--- src/rtl/tagged_block_scheduler.sv ---
// Round-robin scheduler interleaving FLUX per-flow streams onto one tagged write port, one block at a time.
// Optional build macro STALL_SKIP_EN: abandon a stalled grant after STALL_LIMIT idle STREAM cycles.
module tagged_block_scheduler #(
    parameter int FLUX        = 4,
    parameter int DATA_W      = 8,
    parameter int TAG_W       = $clog2(FLUX),
    parameter int LEN_W       = 8,
    parameter int TOT_W       = 16,
    parameter int STALL_LIMIT = 16
) (
    input  logic                     clk,
    input  logic                     rst,
    input  logic                     cfg_write,
    input  logic [TAG_W-1:0]         cfg_flow,
    input  logic [LEN_W-1:0]         cfg_block_len,
    input  logic [TOT_W-1:0]         cfg_total,
    output logic                     cfg_err,
    input  logic [FLUX-1:0]          src_valid,
    input  logic [FLUX*DATA_W-1:0]   src_data,
    output logic [FLUX-1:0]          src_ready,
    output logic                     out_write,
    output logic [TAG_W+DATA_W-1:0]  out_din,
    input  logic [FLUX-1:0]          out_full,
    output logic [FLUX-1:0]          flow_active,
    output logic [FLUX-1:0]          flow_done
);

    if (FLUX < 2 || STALL_LIMIT < 1) begin : g_param_check
        $error("tagged_block_scheduler: FLUX must be >= 2 and STALL_LIMIT >= 1");
    end

    typedef enum logic [1:0] {S_IDLE, S_SELECT, S_STREAM} state_t;

    state_t             state_q, state_d;
    logic [TAG_W-1:0]   grant_q, grant_d;
    logic [TAG_W-1:0]   rr_q, rr_d;
    logic [LEN_W-1:0]   blk_len_q [FLUX];
    logic [LEN_W-1:0]   blk_len_d [FLUX];
    logic [LEN_W-1:0]   blk_cnt_q [FLUX];
    logic [LEN_W-1:0]   blk_cnt_d [FLUX];
    logic [TOT_W-1:0]   remaining_q [FLUX];
    logic [TOT_W-1:0]   remaining_d [FLUX];
    logic [FLUX-1:0]    active_q, active_d;
    logic               cfg_err_q, cfg_err_d;

    logic [DATA_W-1:0]  src_arr [FLUX];
    logic               xfer;
    logic               sel_found;
    logic [TAG_W-1:0]   sel_idx;
    logic               cfg_ok;

`ifdef STALL_SKIP_EN
    localparam int STALL_W = $clog2(STALL_LIMIT + 1);
    logic [STALL_W-1:0] stall_q, stall_d;
`endif

    for (genvar gi = 0; gi < FLUX; gi++) begin : g_src
        assign src_arr[gi] = src_data[gi*DATA_W +: DATA_W];
    end

    assign flow_active = active_q;
    assign cfg_err     = cfg_err_q;

    // First active flow strictly after the last grant, wrapping around.
    always_comb begin
        sel_found = 1'b0;
        sel_idx   = '0;
        for (int k = 1; k <= FLUX; k++) begin
            if (!sel_found && active_q[(int'(rr_q) + k) % FLUX]) begin
                sel_found = 1'b1;
                sel_idx   = TAG_W'((int'(rr_q) + k) % FLUX);
            end
        end
    end

    always_comb begin
        xfer      = (state_q == S_STREAM) && src_valid[grant_q] && !out_full[grant_q];
        src_ready = '0;
        src_ready[grant_q] = xfer;
        out_write = xfer;
        out_din   = (state_q == S_STREAM) ? {grant_q, src_arr[grant_q]} : '0;
    end

    always_comb begin
        state_d     = state_q;
        grant_d     = grant_q;
        rr_d        = rr_q;
        blk_len_d   = blk_len_q;
        blk_cnt_d   = blk_cnt_q;
        remaining_d = remaining_q;
        active_d    = active_q;
        cfg_err_d   = 1'b0;
        flow_done   = '0;
`ifdef STALL_SKIP_EN
        stall_d     = stall_q;
`endif

        // A flow finishing this cycle is still active here, so its reconfig is refused.
        cfg_ok = cfg_write && !active_q[cfg_flow] && (cfg_block_len != '0) && (cfg_total != '0);
        if (cfg_ok) begin
            blk_len_d[cfg_flow]   = cfg_block_len;
            remaining_d[cfg_flow] = cfg_total;
            blk_cnt_d[cfg_flow]   = '0;
            active_d[cfg_flow]    = 1'b1;
        end else if (cfg_write) begin
            cfg_err_d = 1'b1;
        end

        case (state_q)
            S_IDLE: begin
                if (|active_q) state_d = S_SELECT;
            end
            S_SELECT: begin
`ifdef STALL_SKIP_EN
                stall_d = '0;
`endif
                if (sel_found) begin
                    grant_d = sel_idx;
                    rr_d    = sel_idx;
                    state_d = S_STREAM;
                end else begin
                    state_d = S_IDLE;
                end
            end
            S_STREAM: begin
                if (xfer) begin
                    remaining_d[grant_q] = remaining_q[grant_q] - TOT_W'(1);
                    blk_cnt_d[grant_q]   = blk_cnt_q[grant_q] + LEN_W'(1);
`ifdef STALL_SKIP_EN
                    stall_d = '0;
`endif
                    if (remaining_q[grant_q] == TOT_W'(1)) begin
                        flow_done[grant_q] = 1'b1;
                        active_d[grant_q]  = 1'b0;
                        blk_cnt_d[grant_q] = '0;
                        state_d            = S_SELECT;
                    end else if (blk_cnt_q[grant_q] + LEN_W'(1) == blk_len_q[grant_q]) begin
                        blk_cnt_d[grant_q] = '0;
                        state_d            = S_SELECT;
                    end
                end
`ifdef STALL_SKIP_EN
                else if (stall_q == STALL_W'(STALL_LIMIT - 1)) begin
                    // Give up the grant; blk_cnt is kept so the block resumes later.
                    stall_d = '0;
                    state_d = S_SELECT;
                end else begin
                    stall_d = stall_q + STALL_W'(1);
                end
`endif
            end
            default: state_d = S_IDLE;
        endcase
    end

    always_ff @(posedge clk or posedge rst) begin
        if (rst) begin
            state_q   <= S_IDLE;
            grant_q   <= '0;
            rr_q      <= TAG_W'(FLUX - 1);
            active_q  <= '0;
            cfg_err_q <= 1'b0;
            for (int i = 0; i < FLUX; i++) begin
                blk_len_q[i]   <= '0;
                blk_cnt_q[i]   <= '0;
                remaining_q[i] <= '0;
            end
`ifdef STALL_SKIP_EN
            stall_q   <= '0;
`endif
        end else begin
            state_q     <= state_d;
            grant_q     <= grant_d;
            rr_q        <= rr_d;
            active_q    <= active_d;
            cfg_err_q   <= cfg_err_d;
            blk_len_q   <= blk_len_d;
            blk_cnt_q   <= blk_cnt_d;
            remaining_q <= remaining_d;
`ifdef STALL_SKIP_EN
            stall_q     <= stall_d;
`endif
        end
    end

endmodule

--- config.mk ---
export PLATFORM = sky130hd
export DESIGN_NAME = tagged_block_scheduler
export DESIGN_NICKNAME = d
export VERILOG_FILES = /design/src/rtl/tagged_block_scheduler.sv
export SDC_FILE = /design/constraint.sdc
export NUM_CORES = 1
export LEC_CHECK = 0
export CAP_MARGIN = 20
export CORE_MARGIN = 2
export CORE_UTILIZATION = 45
export DETAILED_ROUTE_END_ITERATION = 12
export DONT_BUFFER_PORTS = 1
export GPL_ROUTABILITY_DRIVEN = 0
export MAX_ROUTING_LAYER = met4
export PLACE_DENSITY_LB_ADDON = 0.3
export SLEW_MARGIN = 10
export SYNTH_ARGS = -nofsm -noshare
export SYNTH_HDL_FRONTEND = slang
export SYNTH_SLANG_ARGS = --single-unit
export TNS_END_PERCENT = 1
--- constraint.sdc ---
create_clock -name clk -period 6.2 [get_ports clk]
set_input_delay 1.24 -clock clk [delete_from_list [all_inputs] [get_ports clk]]
set_output_delay 1.24 -clock clk [all_outputs]
set_load 0.005 [all_outputs]
==> flow_summary.toml, run 1 <==
[worst_setup_path]
cp_max_fo = 37
crit_top_cell = "buf_4"
rr_worst_depth = 9
path_class = "flip-flop to primary output"
worst_ep_arrival_time_ns = 3.68
crit_path_end_kind = "primary output"
crit_path_top_delay_cell = "dfrtp_2"
cpPeakStageDelay_ns = 0.87
worstPathRequired_ns = 4.96
startpoint_type = "flip-flop"
worstPathCellList = "buf_4 > nand2_1 > o32ai_1 > nor2_1 > a211oi_2 > nand3_2 > buf_4 > inv_1"

[power_and_ir_drop]
combPwrFrac_pct = 32.7
p_leak_uw = 0.00410
intPower_uw = 2240
clkPwrFrac_pct = 29.4
power_frac_seq_pct = 37.9
p_switching_uw = 1160
power_density_nw_per_um2 = 393
ir_drop_uv = 235
switching_share_pct = 34.2

[drt]
drcViolationCount = 0
vias_per_cell = 6.14
drt-wirelength-per-cell_um = 22.5
firstDrtPassIters = 5
ant_nets = 0
wirelength_um = 21500
vias = 5884
drtIter0Drc = 487

[timing]
slew_violations = 0
period_needed_ns = 4.92
fmax_mhz = 203
slew_headroom_pct = 26.1
fin_setup_tns_ns = 0
period_share_pct = 79.4
grt_setup_unrepaired = "no"
final-hold-violation-count = 0
skew_ns = 0.00789
setup_violations = 0
worst_slew_pin_slew_ns = 1.11

[logic_synthesis]
synth_cell_types = 53
yosysWarnings = 0
synth_flop_cell = "dfrtp_1"
synth_edf_count = 0
synth_nets = 811
async_flop_share_pct = 100
synth_seq_area_share_pct = 44.1
syn-cell-area_um2 = 7900
syn_avg_cell_area_um2 = 10.7
ys_seq_elements = 139
synthCells = 739

[floorplanning]
fp.dieH_um = 136
core_area_um2 = 17200
start_util_pct = 45.8
boundaryPins = 93
dieWidth_um = 136
row_count = 48
die_area_um2 = 18600

[cells_and_area]
nets = 792
final_cells = 958
drive_gt1_share_pct = 18.8
syn2layout_area_growth_pct = 9.76
diodes = 0
fillCellCount = 1507

[clocking]
ctsHtreeMaxLevel = 4
cts_hold_buf = 0
cts_setup_buffers = 0
clk_latency_ns = 0.43
clk_pin_slew_ns = 0.06
clockRootBuffer = "clkbuf_16"
cts_tree = "done"
numCtsBuffers = 17
cts_resized = 0
cts_buffer_depth = 2
clock_sinks = 139

[run]
drv_cap = 0

[min_path]
whs_path_depth = 2
hold_class = "flip-flop to flip-flop"

[global_routing]
grt_pass1_vias = 6117
grt_max_degree = 76
antenna_found_initial = 0
grt_pass1_wl_um = 33900
grt_overflow = 0
grt_usage_pct = 24.9

[placed_design]
dp_hpwl_um = 14100
post-place-cells = 925
portBuffers = 0

[outcome]
status = "finished clean"
[cells in the mapped netlist (all sizes together) (5+ instances only)]
| cell type | count | share of area (%) |
|---|---|---|
| and3 | 16 | 1.3 |
| a31oi | 9 | 0.71 |
| nor4 | 7 | 0.55 |
| a21oi | 26 | 1.6 |
| mux2i | 56 | 7.1 |
| nor2 | 33 | 1.6 |
| mux2 | 21 | 3.0 |
| nor2b | 6 | 0.48 |
| nand3 | 37 | 2.3 |
| o41ai | 20 | 3.7 |
| nor3b | 5 | 0.62 |
| o21ai | 15 | 0.95 |
| o31ai | 12 | 1.1 |
| xor2 | 15 | 1.8 |
| inv | 17 | 0.81 |
| clkbuf | 34 | 1.6 |
| nand2 | 150 | 7.1 |
| nor3 | 10 | 0.63 |
| and2 | 11 | 0.87 |
| xnor2 | 11 | 1.2 |
| mux4 | 41 | 12 |
| buf | 19 | 1.6 |
| dfrtp | 137 | 43 |
[final cells by class]
class / count / area (um^2) / area share [%]
flip-flops and latches: 139 / 3480 / 40.2
clock inverters: 11 / 119 / 1.37
repair buffers: 15 / 133 / 1.53
multi-input cells: 530 / 4120 / 47.6
well taps: 225 / 282 / 3.25
inverters: 17 / 68.8 / 0.794
clock buffers: 21 / 460 / 5.31
[metrics by stage]
stage	setup slack, ns	total power (uW)	hold WS (ns)	instance area (um^2)	util (%)
global placement	1.72	2350	0.451	8060	46.8
finish	1.28	3410	0.473	8670	50.3
floorplan	1.24	2160	0.440	7900	-
global route	0.987	3600	0.493	8670	50.3
CTS	1.24	3410	0.474	8640	50.1
detailed placement	1.62	2410	0.458	8060	46.8
[flip-flops by register name, indices dropped and copies added (netlist names)]
name and flops:
rr_q 2, blk_len_q 32, blk_cnt_q 32, flow_active 4, state_q 2, remaining_q 64, cfg_err 1, grant_q 2
[metal layers]
metal	vias up	share of wire [%]	GRT usage, %
met1	2932	39	30.0
met5	-	0	-
li1	2618	-	-
met2	295	50	40.4
met3	39	9.0	6.52
met4	0	1.9	8.74
[worst max-delay path: cells and delay by family (launching register included)]
kind,cells,cell delay [ns]
buffers and inverters,3,1.06
AND/OR/NAND/NOR,3,0.60
flip-flops,1,0.87
AO/OA/AOI/OAI,2,0.69
[logic make-up after synthesis]
group,Yosys count,synth area share (%)
multiplexers,118,21.8
XOR/XNOR,27,3.26
buffers and inverters,70,3.98
adder cells (fa/ha/maj),3,0.475
AND/OR/NAND/NOR,288,16.9
flip-flops,139,44.1
AO/OA/AOI/OAI,94,9.47
[power groups by stage]
stage | combinational [uW] | sequential, uW | clock [uW]
2_1_floorplan | 929 | 1230 | 0
5_1_grt | 1220 | 1320 | 1060
4_1_cts | 1110 | 1290 | 1010
3_3_place_gp | 1060 | 1290 | 0
6_report | 1120 | 1290 | 1000
3_5_place_dp | 1100 | 1300 | 0
[layout by cell type, fill, tap and decap left out, types with 3 or more instances in the layout]
cell type  netlist  final
a31oi_1          9      9
o21ai_0         14     14
mux2_2          21     21
inv_1           17     16
nor2_1          33     33
xnor2_1         11     11
nor2b_1          6      6
and2_1          11     11
o41ai_2         16     16
mux4_2          40     40
clkinv_2         0      5
mux2i_1         56     56
nor4_1           7      7
nand2_1        150    148
a21oi_1         26     26
nor3b_1          4      4
clkbuf_16        0     17
ha_1             3      3
nor3_1          10      9
buf_4            1     14
and3_1          16     16
o41ai_1          4      4
xor2_1          14     14
nand3_1         37     35
dfrtp_1        137    135
o31ai_1         12     12
[final timing paths]
path | startpoint | to | slack (ns)
max | grant_q[0] | src_ready[2] | 1.28
min | blk_len_q[13] | blk_len_q[13] | 0.47
max reg2reg | grant_q[0] | blk_cnt_q[31] | 1.64
min reg2reg | blk_len_q[13] | blk_len_q[13] | 0.47
max in group asynchronous | rst | blk_len_q[16] | 4.09
min in group asynchronous | rst | remaining_q[60] | 0.79
Power figures use the tool's default switching activity.
==> inputs of run 2 (changes only) <==
clock period = 4.5 ns   (was 6.2 ns; I/O delays follow)
==> run 2 against run 1 <==
Sequential power is 38% higher. Non-clock buffer count up 5. Worst setup slack lost 0.92 ns. Critical path depth down 4. Critical path type unchanged.
==> flow_summary.toml, run 2 (synthesis gave the netlist of run 1 again) <==
[outcome]
status = "finished clean"

[cells_and_area]
largest_register = "remaining_q"
largest_reg_flops = 64
multiInputGateArea_um2 = 4120
drive_gt1_share_pct = 19.6
syn2layout_area_growth_pct = 11.2
mostFrequentLayoutCells = "nand2_1, dfrtp_1, mux2i_1, mux4_2, nand3_1"
final_common_cell = "nand2_1"
final_cells = 964
fillCellCount = 1469
nets = 797
reg_top3 = "remaining_q (64), blk_cnt_q (32), blk_len_q (32)"
register_area_um2 = 3490

[global_routing]
grt_usage_pct = 25.1
grt_pass1_wl_um = 34300
grt_max_degree = 140
antenna_found_initial = 1
grt_pass1_vias = 6482
grt_overflow = 0

[power_and_ir_drop]
power_density_nw_per_um2 = 551
power_frac_seq_pct = 36.7
ir_drop_uv = 340
p_switching_uw = 1590
switching_share_pct = 32.9
report.power.total_uw = 4840
clkPwrFrac_pct = 31.6
combPwrFrac_pct = 31.7
intPower_uw = 3250
p_leak_uw = 0.00415

[worst_setup_path]
r2r-start = "grant_q[1]"
worst_ep_arrival_time_ns = 3.24
startpoint_type = "flip-flop"
worstPathRequired_ns = 3.60
rr_worst_depth = 9
cp_max_fo = 30
r2r_slack_ns = 0.74
worstReg2RegEnd = "blk_cnt_q[0]"
crit_path_end_kind = "primary output"
path_class = "flip-flop to primary output"

[clocking]
cts_tree = "done"
clk_latency_ns = 0.43
clock_sinks = 139
cts_buffer_depth = 2
clk_pin_slew_ns = 0.06
cts_setup_buffers = 0
ctsHtreeMaxLevel = 4
numCtsBuffers = 17
clockRootBuffer = "clkbuf_16"
cts_hold_buf = 0

[min_path]
whs_path_depth = 2
min_to = "blk_len_q[28]"
hp-start = "blk_len_q[28]"
hold_class = "flip-flop to flip-flop"

[timing]
final-hold-violation-count = 0
skew_ns = 0.00602
fin_setup_tns_ns = 0
fmax_mhz = 241
period_share_pct = 92.1
worst_slew_pin_slew_ns = 0.844
period_needed_ns = 4.14
setup_violations = 0
slew_violations = 0
slew_headroom_pct = 43.7
hold-worst-slack_ns = 0.473
grt_setup_unrepaired = "no"

[placed_design]
dp_hpwl_um = 14200
post-place-cells = 931
portBuffers = 0

[floorplanning]
boundaryPins = 93
dieWidth_um = 136
start_util_pct = 45.8
core_area_um2 = 17200
row_count = 48
fp.dieH_um = 136
die_area_um2 = 18600

[drt]
vias_per_cell = 6.21
firstDrtPassIters = 5
ant_nets = 0
drt-wirelength-per-cell_um = 22.5
drcViolationCount = 0
drtIter0Drc = 515
vias = 5986
wirelength_um = 21700

[run]
drv_cap = 0
[run 2: area by class of cell]
type	instances	share of cell area [%]
diodes	1	0.0285
clock inverters	10	1.85
well taps	225	3.21
clock buffers	22	5.51
inverters	17	0.769
multi-input cells	530	47.0
flip-flops and latches	139	39.7
repair buffers	20	1.99
[run 2: worst max-delay path by stage]
stage,startpoint,to,depth (start not counted)
floorplan,grant_q[0],flow_done[1],7
global placement,grant_q[0],flow_done[2],4
detailed placement,grant_q[0],flow_done[2],5
CTS,grant_q[0],flow_done[2],5
global route,grant_q[0],flow_done[3],5
finish,grant_q[1],flow_done[3],4
[run 2: critical path, stage by stage, from the launching register on]
cell,delay [ns]
dfrtp_2,0.88
mux4_2,0.45
nor4_1,0.62
nand4_1,0.50
nor2_1,0.35
[run 2: layer usage]
metal  global-route usage [%]  part of all wire, %  vias up
met2                     40.2                   50      272
li1                         -                    -     2627
met5                        -                    0        -
met4                     13.1                  3.0        0
met3                     5.48                  7.5       47
met1                     29.7                   40     3040
[run 2: power groups by stage]
stage / clock [uW] / sequential [uW] / combinational [uW]
CTS: 1540 / 1770 / 1530
global placement: 0 / 1770 / 1460
finish: 1530 / 1780 / 1530
global route: 1600 / 1810 / 1670
detailed placement: 0 / 1790 / 1510
floorplan: 0 / 1690 / 1280
[run 2: repair_timing]
action	in CTS	in global routing
resized for setup	0	1
setup endpoints to repair	0	4
hold endpoints to repair	0	0
[run 2: through the flow]
step                setup slack, ns  utilization, %  instance area [um^2]
floorplan                      1.19               -                  7900
CTS                           0.239            50.9                  8780
global placement              0.775            47.2                  8130
global route                  0.107            51.0                  8780
detailed placement            0.718            47.2                  8130
finish                        0.356            51.0                  8780
==> edit 1 (config.mk and constraints of run 1) <==
Set the parameter `LEN_W` to 16 (it was 8).
--- a/src/rtl/tagged_block_scheduler.sv
+++ b/src/rtl/tagged_block_scheduler.sv
@@ -6,3 +6,3 @@
     parameter int TAG_W       = $clog2(FLUX),
-    parameter int LEN_W       = 8,
+    parameter int LEN_W       = 16,
     parameter int TOT_W       = 16,
Interface: changed (resized cfg_block_len); port bits go from 93 to 101. The function was not compared with the original's and may differ.
==> edit 1 against run 1 <==
Combinational power is 13% higher; final cell count is 39% higher; sequential cell count is 64 higher; die area is 40% higher; hold slack worse by 0.0054 ns; cell area is 39% higher; setup slack worse by 0.16 ns; utilization is 0.57 points lower; synthesized area is 41% higher; critical path type unchanged; largest cell class unchanged; routed wire length is 42% higher; highest routed layer unchanged; power is 33% higher.
==> edit 1: results <==
metrics = {
    "timing": {
        "whs_ns": 0.468,
        "finalClockSkew_ns": 0.0146,
        "worst_slew_pin_slew_ns": 1.10,
    },
    "critical_path": {
        "arrival_ns": 3.84,
        "cp_max_fo": 28,
        "r2r_slack_ns": 1.56,
        "rr_startpoint": "grant_q[0]$_DFFE_PP0P_",
        "rr_worst_depth": 12,
        "rr_endpoint": "blk_cnt_q[58]$_DFF_PP0_",
    },
    "synthesis": {
        "ys_types": 69,
        "async_flop_share_pct": 100,
        "synth.cells.most_frequent": "206 x nand2_1, 201 x dfrtp_1, 52 x mux4_2, 52 x nor2_1, 43 x mux2_2",
        "syn_nets": 1098,
        "ys_top_cells_by_area": "dfrtp_1 45%, mux4_2 11%, nand2_1 7.0%",
        "ys_warn_count": 0,
        "ys_seq_area_share_pct": 45.7,
    },
    "grt": {
        "antenna_found_initial": 0,
        "grt_max_degree": 60,
        "grt_util_all_layers_pct": 24.7,
        "grt_pass1_vias": 8638,
        "grt_pass1_wl_um": 48900,
    },
    "detailed_routing": {
        "post_drt_wl_per_cell_um": 23.0,
        "drt-vias-per-instance": 6.24,
        "drt-pass1-iter-count": 5,
        "drtAntennaViolNets": 0,
        "initialDrtViolationCount": 648,
    },
    "clock_network": {
        "cts-htree-levels": 1,
        "cts_setup_buffers": 0,
        "clockRootBuffer": "clkbuf_16",
        "cts_buffers": 23,
        "cts_resized": 0,
        "clk_latency_ns": 0.51,
        "clkSlewWorstSetupHoldPaths_ns": 0.06,
        "cts_buffer_depth": 3,
    },
    "final_layout": {
        "final_layout_size_suffix_gt1_share_pct": 18.4,
        "largest_registers": "blk_cnt_q x64, blk_len_q x64, remaining_q x64",
        "fin_nets": 1078,
        "antenna_cells": 0,
        "nFillCells": 2144,
    },
    "outcome": {
        "outcome": "finished clean",
    },
    "hold_path": {
        "hold_path_startpoint": "blk_len_q[11]$_DFFE_PP0P_",
        "hp-class": "flip-flop to flip-flop",
        "hold_depth": 2,
        "hold_path_end": "blk_len_q[11]$_DFFE_PP0P_",
    },
    "power_and_ir_drop": {
        "peakVddDrop_mv": 0.273,
        "p_leak_nw": 5.09,
    },
    "placement": {
        "port_buffers": 0,
        "dp_hpwl_um": 20100,
    },
}
[edit 1: cell types whose count changed after synthesis, sizes merged, moves of 15 or more]
cell and delta:
mux4 +16, dfrtp +64, nor2 +20, buf +19, a32o +40, mux2i -41
nand2 +56, mux2 +22, nand3 -15
[edit 1: per-stage QoR]
stage	cell area [um^2]	cells	setup slack (ns)	power [mW]	utilization [%]
after floorplan	11100	1018	2.16	2.87	-
after global placement	11300	1296	1.64	3.14	46.6
final	12100	1336	1.12	4.53	49.7
after CTS	12100	1336	1.09	4.54	49.7
after detailed placement	11300	1297	1.56	3.18	46.7
after global routing	12100	1336	0.921	4.78	49.7
[edit 1: power by group]
| part | internal (mW) | switching (mW) | leakage (nW) | total, mW |
|---|---|---|---|---|
| Sequential | 1.69 | 0.217 | 2.54 | 1.90 |
| Clock | 0.819 | 0.539 | 0.372 | 1.36 |
| Combinational | 0.598 | 0.671 | 2.18 | 1.27 |
[edit 1: logic make-up (layout without fill, tap and decap cells)]
family	after synthesis	after routing	synth area share [%]
and+or+nand+nor	399	399	17.3
DFF	203	203	45.7
AOI/OAI and AO/OA	165	165	10.9
muxes	115	115	17.4
buffers and inverters	84	78	3.94
xor gates and xnor gates	49	49	4.44
adders and majority gates	3	3	0.338
[edit 1: worst max-delay path, cell delays in order (launching register included)]
cell and delay [ns]:
dfrtp_4 0.81, mux4_1 0.69, nor4_2 0.41, nor4b_2 0.33
or3b_1 0.48, or2_2 0.38, nor2_1 0.22
[edit 1: layer usage]
layer | wire length, um | vias to the layer above | global-route usage, %
met4 | 595 | 0 | 5.72
met5 | 0 | - | -
met1 | 13200 | 4283 | 33.0
met3 | 2250 | 47 | 4.39
li1 | - | 3668 | -
met2 | 14600 | 333 | 39.6
[edit 1: final cells by class]
class	instances	area [um^2]	share of cell area, %
clock inverter	7	85.1	0.704
inverter	15	60.1	0.497
clock buffer	32	659	5.45
tap	324	405	3.35
multi-input combinational	731	5610	46.4
timing repair buffer	24	180	1.49
sequential	203	5090	42.1
[edit 1: worst max path at each step]
stage                                 from                      end  cells after the start  slack, ns
global route        grant_q[0]$_DFFE_PP0P_             flow_done[0]                      6       0.92
detailed placement  grant_q[0]$_DFFE_PP0P_  blk_cnt_q[63]$_DFF_PP0_                     11       1.56
CTS                 grant_q[0]$_DFFE_PP0P_             flow_done[1]                      6       1.09
global placement    grant_q[0]$_DFFE_PP0P_             flow_done[1]                      6       1.64
finish              grant_q[0]$_DFFE_PP0P_             flow_done[1]                      6       1.12
floorplan           grant_q[0]$_DFFE_PP0P_             flow_done[2]                      8       2.16
==> edit 2 (flow settings as in run 1) <==
Made on the original files. Register the output `cfg_err` once more, cleared by the reset; this adds one clock of latency there. The other outputs are not delayed to match.
--- a/src/rtl/tagged_block_scheduler.sv
+++ b/src/rtl/tagged_block_scheduler.sv
@@ -61,3 +61,9 @@
     assign flow_active = active_q;
-    assign cfg_err     = cfg_err_q;
+    always_ff @(posedge clk or posedge rst) begin
+        if (rst) begin
+            cfg_err <= '0;
+        end else begin
+            cfg_err <= cfg_err_q;
+        end
+    end
 
Check against the original RTL: not equivalent (a bounded check fails within 4 cycles, from zero or initial values and one cycle with rst high).
==> edit 2 against run 1 <==
Routed wire length is 4.7% lower; sequential cell count rose by 1; synthesized area up 2.3%; clock skew up 0.0015 ns; largest cell class unchanged; combinational power grew 4%; count of clock-buffer cells in the layout rose by 3; via count is 6.7% lower; die area rose by 2.2%; power grew 3.8%; cell area grew 1.3%; setup slack better by 0.13 ns; highest routed layer unchanged.
==> edit 2: results <==
metrics = {
    "hold_path": {
        "hold_depth": 0,
        "hold_path_end": "cfg_err$_DFF_PP0_",
        "hold_path_startpoint": "cfg_err_q$_DFF_PP0_",
    },
    "outcome": {
        "outcome": "finished clean",
    },
    "grt": {
        "grt_util_all_layers_pct": 23.6,
        "grt_max_degree": 100,
        "use_met3_pct": 6.03,
        "grt_pass1_vias": 5912,
        "met2_usage_pct": 38.7,
        "grtUsageMet1_pct": 28.7,
    },
    "critical_path": {
        "r2r_slack_ns": 2.17,
        "worstSetupEndpoint": "flow_done[0]",
        "slowest_delay_ns": 0.75,
        "cp_max_fo": 17,
        "rr_endpoint": "blk_cnt_q[14]$_DFF_PP0_",
    },
    "synthesis": {
        "ys_seq_area_share_pct": 43.4,
        "synth.cells.most_frequent": "138 x dfrtp_1, 106 x mux2i_1, 39 x nand2_1",
        "synth_compound_area_share_pct": 7.48,
        "synth-xor-area-share_pct": 3.38,
        "ys_top_cells_by_area": "dfrtp_1 43%, mux2i_1 13%, mux4_2 7.3%",
        "syn_nets": 727,
        "synth_fa_ha_area_share_pct": 0.465,
    },
    "power_and_ir_drop": {
        "seq-power_mw": 1.42,
        "swShare_pct": 33.5,
        "powerComb_mw": 1.16,
        "p_leak_nw": 3.65,
        "peakVddDrop_mv": 0.256,
    },
    "detailed_routing": {
        "initialDrtViolationCount": 408,
        "wl_met1_um": 8530,
        "wl_met3_um": 1370,
        "drt-vias-per-instance": 6.23,
        "drt-total-wl_um": 20500,
    },
    "clock_network": {
        "clkSlewWorstSetupHoldPaths_ns": 0.06,
    },
    "placement": {
        "pre_cts_ws_ns": 1.86,
        "dp_hpwl_um": 13700,
    },
    "timing": {
        "finalClockSkew_ns": 0.00937,
        "maxSlewHeadroom_pct": 27.5,
        "fin_crit_sh_pct": 77.4,
    },
    "final_layout": {
        "fin_nets": 716,
        "nFillCells": 1517,
    },
}
-- edit 2: kinds of logic (layout without fill, tap and decap cells) --
kind of cell / after synthesis / count (layout)
mux: 179 / 179
simple gates: 166 / 166
flops: 140 / 140
compound gates: 81 / 81
buf+inv: 59 / 60
xor+xnor: 27 / 27
fa+ha+maj: 3 / 3
-- edit 2: final cells by class --
cell class,count,area share (%)
repair buffers,13,1.11
clock buffers,24,5.49
flip-flops and latches,140,39.9
well taps,225,3.21
multi-input cells,456,48.8
clock inverters,7,0.741
inverters,16,0.741
-- edit 2: per-stage QoR --
step	total power [mW]	util (%)	instances	hold WS (ns)
2_1_floorplan	2.32	-	655	0.331
3_3_place_gp	2.52	47.3	850	0.339
3_5_place_dp	2.59	47.3	850	0.358
4_1_cts	3.55	50.4	881	0.368
5_1_grt	3.75	50.4	881	0.378
6_report	3.54	50.4	881	0.364
